<file path="config.mk">
export PLATFORM = sky130hd
export DESIGN_NAME = seq_divider_flat
export DESIGN_NICKNAME = d
export VERILOG_FILES = /design/src/rtl/div_pkg.sv /design/src/rtl/seq_divider_if.sv /design/src/rtl/div_step.sv /design/src/rtl/seq_divider.sv /design/src/flat_wrapper.sv
export SDC_FILE = /design/constraint.sdc
export NUM_CORES = 1
export LEC_CHECK = 0
export CAP_MARGIN = 5
export CORE_UTILIZATION = 59
export DETAILED_ROUTE_END_ITERATION = 16
export GPL_TIMING_DRIVEN = 0
export PLACE_DENSITY = 0.83
export SLEW_MARGIN = 10
export SYNTH_ARGS = -nofsm -noshare
export SYNTH_HDL_FRONTEND = slang
export SYNTH_SLANG_ARGS = --single-unit
</file>
<file path="constraint.sdc">
create_clock -name clk -period 4.8 [get_ports clk]
set_clock_uncertainty 0.2 [all_clocks]
set_input_delay 0.72 -clock clk [delete_from_list [all_inputs] [get_ports clk]]
set_output_delay 0.72 -clock clk [all_outputs]
set_load 0.05 [all_outputs]
</file>
<file path="src/rtl/div_pkg.sv">
// Shared types and sizing for the iterative integer divider.
package div_pkg;
    typedef enum logic [1:0] {IDLE, RUN, FIX, DONE} div_state_t;
    localparam int DIV_WIDTH = 64;
    localparam int CNT_W     = $clog2(DIV_WIDTH);
endpackage

</file>
<file path="src/rtl/seq_divider_if.sv">
// Pipeline-to-divider request/result bundle.
interface seq_divider_if import div_pkg::*; #(parameter int WIDTH = DIV_WIDTH);
    logic             start;
    logic             signed_op;
    logic [WIDTH-1:0] dividend;
    logic [WIDTH-1:0] divisor;
    logic             busy;
    logic             done;
    logic [WIDTH-1:0] quotient;
    logic [WIDTH-1:0] remainder;
    logic             div_by_zero;

    modport master (output start, signed_op, dividend, divisor,
                    input  busy, done, quotient, remainder, div_by_zero);
    modport slave  (input  start, signed_op, dividend, divisor,
                    output busy, done, quotient, remainder, div_by_zero);
endinterface

</file>
<file path="src/rtl/div_step.sv">
// One restoring shift-subtract iteration; subtraction is A + ~B + 1 with carry = no borrow.
module div_step #(parameter int WIDTH = 64) (
    input  logic [WIDTH-1:0] rem,
    input  logic             bit_in,
    input  logic [WIDTH-1:0] dsr,
    output logic [WIDTH-1:0] rem_next,
    output logic             q_bit
);
    logic [WIDTH:0]   shifted;
    logic [WIDTH+1:0] sum;

    assign shifted = {rem, bit_in};
    assign sum     = {1'b0, shifted} + {1'b0, ~{1'b0, dsr}} + {{(WIDTH+1){1'b0}}, 1'b1};
    // With a nonzero divisor a kept difference always fits in WIDTH bits, so bit WIDTH is clear.
    assign q_bit    = sum[WIDTH+1] & ~sum[WIDTH];
    assign rem_next = q_bit ? sum[WIDTH-1:0] : shifted[WIDTH-1:0];
endmodule

</file>
<file path="src/rtl/seq_divider.sv">
// Multi-cycle UDIV/SDIV: magnitudes divided one bit per cycle, signs and div-by-zero fixed up at the end.
module seq_divider import div_pkg::*; #(parameter int WIDTH = DIV_WIDTH) (
    input  logic         clk,
    input  logic         reset_n,
    seq_divider_if.slave bus
);
    localparam int CW = $clog2(WIDTH);

    div_state_t       state, state_nx;
    logic [CW-1:0]    cnt;
    logic [WIDTH-1:0] prem, prem_nx, dvd, dsr, dvd_orig, a_mag, b_mag;
    logic [WIDTH-1:0] q_r, r_r;
    logic             neg_q, neg_r, dz, dz_r, q_bit, load, busy, done;

    assign a_mag = (bus.signed_op && bus.dividend[WIDTH-1]) ? -bus.dividend : bus.dividend;
    assign b_mag = (bus.signed_op && bus.divisor[WIDTH-1])  ? -bus.divisor  : bus.divisor;

    div_step #(.WIDTH(WIDTH)) u_step (
        .rem      (prem),
        .bit_in   (dvd[WIDTH-1]),
        .dsr      (dsr),
        .rem_next (prem_nx),
        .q_bit    (q_bit)
    );

    always_comb begin
        state_nx = state;
        load     = 1'b0;
        busy     = 1'b0;
        done     = 1'b0;
        case (state)
            IDLE: if (bus.start) begin
                load     = 1'b1;
                state_nx = RUN;
            end
            RUN: begin
                busy = 1'b1;
                if (cnt == '0) state_nx = FIX;
            end
            FIX: begin
                busy     = 1'b1;
                state_nx = DONE;
            end
            DONE: begin
                done = 1'b1;
                if (bus.start) begin
                    load     = 1'b1;
                    state_nx = RUN;
                end else begin
                    state_nx = IDLE;
                end
            end
            default: state_nx = IDLE;
        endcase
    end

    always_ff @(posedge clk or negedge reset_n) begin
        if (!reset_n) state <= IDLE;
        else          state <= state_nx;
    end

    always_ff @(posedge clk or negedge reset_n) begin
        if (!reset_n) begin
            cnt      <= '0;
            prem     <= '0;
            dvd      <= '0;
            dsr      <= '0;
            dvd_orig <= '0;
            neg_q    <= 1'b0;
            neg_r    <= 1'b0;
            dz       <= 1'b0;
            q_r      <= '0;
            r_r      <= '0;
            dz_r     <= 1'b0;
        end else if (load) begin
            neg_q    <= bus.signed_op & (bus.dividend[WIDTH-1] ^ bus.divisor[WIDTH-1]);
            neg_r    <= bus.signed_op & bus.dividend[WIDTH-1];
            dz       <= (bus.divisor == '0);
            dvd_orig <= bus.dividend;
            dvd      <= a_mag;
            dsr      <= b_mag;
            prem     <= '0;
            cnt      <= CW'(WIDTH-1);
        end else if (state == RUN) begin
            // Quotient bits shift in behind the dividend bits as they are consumed.
            prem <= prem_nx;
            dvd  <= {dvd[WIDTH-2:0], q_bit};
            cnt  <= cnt - 1'b1;
        end else if (state == FIX) begin
            dz_r <= dz;
            q_r  <= dz ? '0 : (neg_q ? -dvd : dvd);
            r_r  <= dz ? dvd_orig : (neg_r ? -prem : prem);
        end
    end

    assign bus.busy        = busy;
    assign bus.done        = done;
    assign bus.quotient    = q_r;
    assign bus.remainder   = r_r;
    assign bus.div_by_zero = dz_r;
endmodule
</file>
<file path="src/flat_wrapper.sv">
// flat-port wrapper written by rule: the top's interface ports become plain ports
module seq_divider_flat import div_pkg::*;
#(parameter int WIDTH = DIV_WIDTH)
  (clk, reset_n, bus_start, bus_signed_op, bus_dividend, bus_divisor, bus_busy, bus_done, bus_quotient, bus_remainder, bus_div_by_zero);
  seq_divider_if #(.WIDTH(WIDTH)) bus_i ();
  input  logic clk;
  input  logic reset_n;
  input wire logic [$bits(bus_i.start)-1:0] bus_start;
  input wire logic [$bits(bus_i.signed_op)-1:0] bus_signed_op;
  input wire logic [$bits(bus_i.dividend)-1:0] bus_dividend;
  input wire logic [$bits(bus_i.divisor)-1:0] bus_divisor;
  output wire logic [$bits(bus_i.busy)-1:0] bus_busy;
  output wire logic [$bits(bus_i.done)-1:0] bus_done;
  output wire logic [$bits(bus_i.quotient)-1:0] bus_quotient;
  output wire logic [$bits(bus_i.remainder)-1:0] bus_remainder;
  output wire logic [$bits(bus_i.div_by_zero)-1:0] bus_div_by_zero;
  assign bus_i.start = bus_start;
  assign bus_i.signed_op = bus_signed_op;
  assign bus_i.dividend = bus_dividend;
  assign bus_i.divisor = bus_divisor;
  assign bus_busy = bus_i.busy;
  assign bus_done = bus_i.done;
  assign bus_quotient = bus_i.quotient;
  assign bus_remainder = bus_i.remainder;
  assign bus_div_by_zero = bus_i.div_by_zero;
  seq_divider #(.WIDTH(WIDTH)) u_core (.clk(clk), .reset_n(reset_n), .bus(bus_i));
endmodule
</file>
# After elaboration in Yosys (flattened, before gate mapping)
# Cells that the tools add are included.
dict set report totals {
  ff_bits 396
  latchBits 0
  ram_bits 0
  mem_bits_ro 0
  out_inout_bits 131
  wordCells 63
  n_memories 0
}
dict set report op_classes {
  n_addsub 7
  multipliers 0
  n_div 0
  magnitude_cmp 0
  n_eq_ne 5
  shifts 0
  mux 21
  bitwise 8
  reduce_logical 10
}
# operator n
set op_table {}
lappend op_table {{$mux 64} 11}
lappend op_table {{$neg 64->64} 4}
lappend op_table {{$add 65x65->66} 1}
lappend op_table {{$add 66x1->66 const B} 1}
lappend op_table {{$not 64->65} 1}
lappend op_table {{$logic_not 64->1} 1}
lappend op_table {{$mux 6} 2}
lappend op_table {{$pmux 2 s4} 1}
lappend op_table {{$logic_not 6->1} 1}
lappend op_table {{$sub 6x1->6 const B} 1}
lappend op_table {{$mux 1} 5}
lappend op_table {{$eq 2x2->1 const B} 2}
lappend op_table {{$mux 2} 2}
lappend op_table {{$reduce_or 2->1} 2}
lappend op_table {{$and 1x1->1} 3}
lappend op_table {{$not 1->1} 3}
lappend op_table {{$reduce_and 3->1} 1}
lappend op_table {{$eq 2x1->1 const B} 1}
lappend op_table {{$logic_and 1x1->1} 2}
lappend op_table {{$logic_not 2->1} 1}
lappend op_table {{$ne 2x1->1 const B} 1}
lappend op_table {{$ne 2x2->1 const B} 1}
lappend op_table {{$reduce_and 2->1} 1}
lappend op_table {{$reduce_bool 2->1} 1}
lappend op_table {{$xor 1x1->1} 1}

# Logic depth before layout (Yosys ltp)
dict set report logic_depth {
  depth_word 8
  ltp_mapped 15
}

# Modules after synthesis
# Synthesis repeated with hierarchy kept, for this count alone.
dict set report unflattened {
  cells_unflattened 3183
  hier_area_um2 26506.7
}
# module instances cells_per_inst area_each_um2 seq_area_each_um2
set modules_own_cells {}
lappend modules_own_cells {seq_divider 1 2430 21705.8 9909.5}
lappend modules_own_cells {div_step 1 753 4800.9 0.0}

# Worst setup path before layout
# No wires, ideal clock.
dict set report synth_path {
  path_kind {reg2reg}
  startpoint {register u_core.prem[32]}
  endpoint {register u_core.prem[22]}
  setup_ns 0.137
  arrival_ns 3.345
  setup_slack_ns 1.118
  path_stages_with_launch 15
  n_path_buf 4
  period_less_slack_ns 3.682
  cell_sequence {dfrtp_1 ha_1 clkbuf_1 a21oi_1 o21ai_1 a221o_1 a221o_1 and3_1 o31ai_1 and3_1 clkbuf_1 buf_2 buf_2 mux2i_1 a21oi_1}
}
dict set report synth_via {
  elab_chain_cells 7
}
# element line_no
set synth_rtl {}
lappend synth_rtl {{start: declaration} seq_divider.sv:11} ;# logic [WIDTH-1:0] prem, prem_nx, dvd, dsr, dvd_orig, a_mag, b_mag;
lappend synth_rtl {{start signal: assignment} seq_divider.sv:86} ;# prem <= prem_nx;
lappend synth_rtl {{$add 65x65->66 *} div_step.sv:13} ;# assign sum = {1'b0, shifted} + {1'b0, ~{1'b0, dsr}} + {{(WIDTH+1){1'b0}}, 1'b1};
lappend synth_rtl {{$add 66x1->66 *} div_step.sv:13}
lappend synth_rtl {{$not 1->1} div_step.sv:15} ;# assign q_bit = sum[WIDTH+1] & ~sum[WIDTH];
lappend synth_rtl {{$and 1x1->1 *} div_step.sv:15}
lappend synth_rtl {{$mux 64 *} div_step.sv:16} ;# assign rem_next = q_bit ? sum[WIDTH-1:0] : shifted[WIDTH-1:0];
lappend synth_rtl {{$mux 64 *} seq_divider.sv:84} ;# end else if (state == RUN) begin
lappend synth_rtl {{$mux 64 *} seq_divider.sv:75} ;# end else if (load) begin
# Every way passes the cells marked *; elsewhere a longest branch is shown, timed or not. The select of a mux whose other input is x is not followed.
# A chain may end at the register's enable or synchronous reset.

# Worst setup path in the final report
dict set report layout_path {
  startpoint {register u_core.prem[18]}
  endpoint {register u_core.prem[54]}
}
dict set report layout_via {
  elab_chain_cells 7
}
# element line_no
set layout_rtl {}
lappend layout_rtl {{$add 65x65->66 *} div_step.sv:13}
lappend layout_rtl {{$add 66x1->66 *} div_step.sv:13}
lappend layout_rtl {{$not 1->1} div_step.sv:15}
lappend layout_rtl {{$and 1x1->1} div_step.sv:15}
lappend layout_rtl {{$mux 64 *} div_step.sv:16}
lappend layout_rtl {{$mux 64 *} seq_divider.sv:84}
lappend layout_rtl {{$mux 64 *} seq_divider.sv:75}
# Marked as above.

==> impl_metrics.tcl <==
set metrics [dict create \
    rsz0062_at_grt "false" \
    synth_top_area_frac 0.377 \
    period_needed_ns 4.68 \
    p_leak_uw 0.0135 \
    die_w_um 213 \
    multiInputGateArea_um2 15200 \
    synthCells 3243 \
    yosysUniqueCellTypes 72 \
    max-slew-margin-rel 0.271 \
    yosys_warnings 0 \
    drv_slew 0 \
    num_io_pins 263 \
    cts_tree "yes" \
    die_h_um 213 \
    slowest_stage "dfrtp_2" \
    synthXorXnorAreaFrac 0.0978 \
    cts_buffers 44 \
    drc 0 \
    worstPathCellList "ha_1 -> clkbuf_1 -> a21oi_1 -> o21ai_0 -> a21oi_1 -> o221ai_1 -> o211a_1 -> o31ai_1 -> and3_1 -> clkbuf_1 -> clkbuf_4 -> clkbuf_4 -> nand3_1 -> a31oi_1" \
    timing.hold.ws_ns -0.00396 \
    synth_area_leaders "dfrtp_1, nand2_1, o21ai_0, xor2_1, a21oi_1" \
    vias 26800 \
    vdd_drop_max_mv 0.341 \
    max_stage_delay_ns 0.48 \
    totalWireLength_um 95400 \
    antenna_found_initial 0 \
    final_nets 3761 \
    grt_pass1_wl_um 144000 \
    clock_sinks 396 \
    portBuffers 260 \
    avgSynthCellArea_um2 8.10 \
    synth_fp_nets 3451 \
    seqCellArea_um2 9910 \
    synth_edf_count 0 \
    synth_mux_area_frac 0.0396 \
    grt_pass1_vias 25900 \
    path_clk_slew_ns 0.06 \
    ys.flop_type "dfrtp_1" \
    gp_congestion 1.01 \
    vias_per_cell 6.41 \
    drv_cap 0 \
    dp_hpwl_um 73900 \
    root_buffer "clkbuf_16" \
    synth-simple-area-share 0.207 \
    setup_viol 0 \
    critical_path_required_ns 5.11 \
    nFillCells 3357 \
    dieArea_um2 45300 \
    fmax_mhz 214 \
    diodes 0 \
    synth-seq-cells 396 \
    layout-drive-gt1-share 0.0323 \
    hp-class "input pin to async pin" \
    period_share 0.975 \
    wl_per_cell_um 22.9 \
    dp_slack_ns -0.646 \
    core_area_um2 43500 \
    firstDrtPassIters 6 \
    worstSetupStartpointType "register" \
    endpoint_kind "register" \
    worst-path-buf-inv 4 \
    status "finished with violations" \
    r2r_cells 14 \
    crit_type "register to register" \
    cts_buffer_depth 3 \
    dp.cells 4091 \
    setup_slack_ns 0.119 \
    async_reset_ff_frac 1.00 \
    synth_top_family_by_area "simple AND/OR/NAND/NOR gates" \
    initial_core_util 0.604 \
    yosysSeqAreaShare 0.377 \
    clock_latency_ns 0.61 \
    cp_top_family "compound AO/OA/AOI/OAI gates" \
    fin_cells 4171 \
    r2r_start "u_core.prem[18]" \
    cts_max_level 2 \
    drtIter0Drc 2965 \
    tightestPinTransition_ns 1.09 \
    synthAdderAreaFrac 0.0365 \
    r2r-end "u_core.prem[54]" \
    r2r_slack_ns 0.12 \
    totalPowerFinal_uw 15900 \
    final_common_cell "nand2_1" \
    grt_use_total 0.416 \
    final_antenna_net_count 0 \
    synth_compound_area_frac 0.197 \
    violations "negative hold slack" \
    path_max_fanout 10 \
    yosys.area.top_type "dfrtp_1" \
    syn_to_final_growth_pct 18.9 \
    grt_overflow_total 0 \
    rows 76 \
    finalHoldViolations 6 \
    syn_area_um2 26300 \
    arrival_ns 4.99 \
    layout_common_cells "nand2_1, dfrtp_1, o21ai_0, clkdlybuf4s50_1, a21oi_1" \
    grt_start_max_net_pins 113 \
    power_density_nw_per_um2 508 \
]
-- synthesized netlist by cell type (4+ instances only) --
cell type / instances
nor3_1: 64
nand2_1: 608
a32oi_1: 6
o21ai_0: 390
nand3b_1: 6
o31ai_1: 65
nor4_1: 34
nand4_1: 50
a21oi_1: 216
or4_1: 35
ha_1: 75
nand3_1: 82
o21ai_1: 5
buf_2: 7
o211a_1: 4
clkbuf_1: 173
and2_1: 14
dfrtp_1: 396
xnor2_1: 103
a21o_1: 22
or2_2: 11
nor4b_1: 4
o21bai_1: 12
nand2b_1: 21
inv_1: 108
a31oi_1: 31
nor2b_1: 15
a211oi_1: 20
o21a_1: 13
or3_1: 40
o311ai_0: 6
and3_1: 19
o41ai_1: 33
buf_1: 17
xor2_1: 190
o41ai_2: 4
mux2i_1: 99
o211ai_1: 16
nor2_1: 170
-- registers in the layout (all words and copies together), names as in the netlist --
name and flops:
u_core.bus.div_by_zero 1, u_core.bus.quotient 64, u_core.bus.remainder 64, u_core.cnt 6
u_core.dsr 64, u_core.dvd 64, u_core.dvd_orig 64, u_core.dz 1
u_core.neg_q 1, u_core.neg_r 1, u_core.prem 64, u_core.state 2
-- per-stage QoR --
step           instance area [um2]  utilization  setup TNS (ns)
2_1_floorplan                26300            -               0
3_3_place_gp                 29600        0.681        -5267.70
3_5_place_dp                 29700        0.683          -13.85
4_1_cts                      31200        0.717               0
5_1_grt                      31200        0.718               0
6_report                     31200        0.718               0
-- metal layers --
metal	global-route usage	wire (um)	vias to the layer above
li1	-	-	12100
met1	0.515	36900	12700
met2	0.681	44300	1644
met3	0.0784	8570	363
met4	0.233	5660	0
met5	0	0	-
-- kinds of logic after synthesis --
logic type,after synthesis
DFF,396
buffers and inverters,305
AOI/OAI and AO/OA,879
and+or+nand+nor,1191
muxes,103
adders and majority gates,76
xor gates and xnor gates,293
-- area by class of cell --
| cell class | count | area share |
|---|---|---|
| buffer | 197 | 0.0243 |
| clock buffer | 68 | 0.0427 |
| clock inverter | 11 | 0.00465 |
| inverter | 108 | 0.0130 |
| multi-input combinational | 2542 | 0.488 |
| sequential | 396 | 0.318 |
| tap | 585 | 0.0235 |
| timing repair buffer | 264 | 0.0864 |
-- where the power goes --
group          total [uW]  internal, uW  switching (uW)
Clock                3460          2020            1440
Sequential           4840          3850             995
Combinational        7560          2870            4690
Total               15900          8740            7120
-- worst max-delay path by stage --
stage | from | slack [ns] | to | cells past startpoint
global route | u_core.prem[41] | 0.05 | u_core.prem[54] | 14
detailed placement | u_core.prem[43] | -0.65 | u_core.prem[54] | 14
finish | u_core.prem[18] | 0.12 | u_core.prem[54] | 14
floorplan | u_core.prem[32] | 1.12 | u_core.prem[22] | 14
CTS | u_core.prem[43] | 0.05 | u_core.prem[54] | 14
global placement | reset_n | -13.31 | u_core.dsr[10] | 1
-- repair_timing --
item,in CTS,in global routing
setup buffers,0,1
hold buffers,0,0
resized for setup,5,7
endpoints found under the setup margin,42,34
hold endpoints to repair,0,0
pin swaps,0,1
Note: power is estimated with default switching activity, not from simulation.
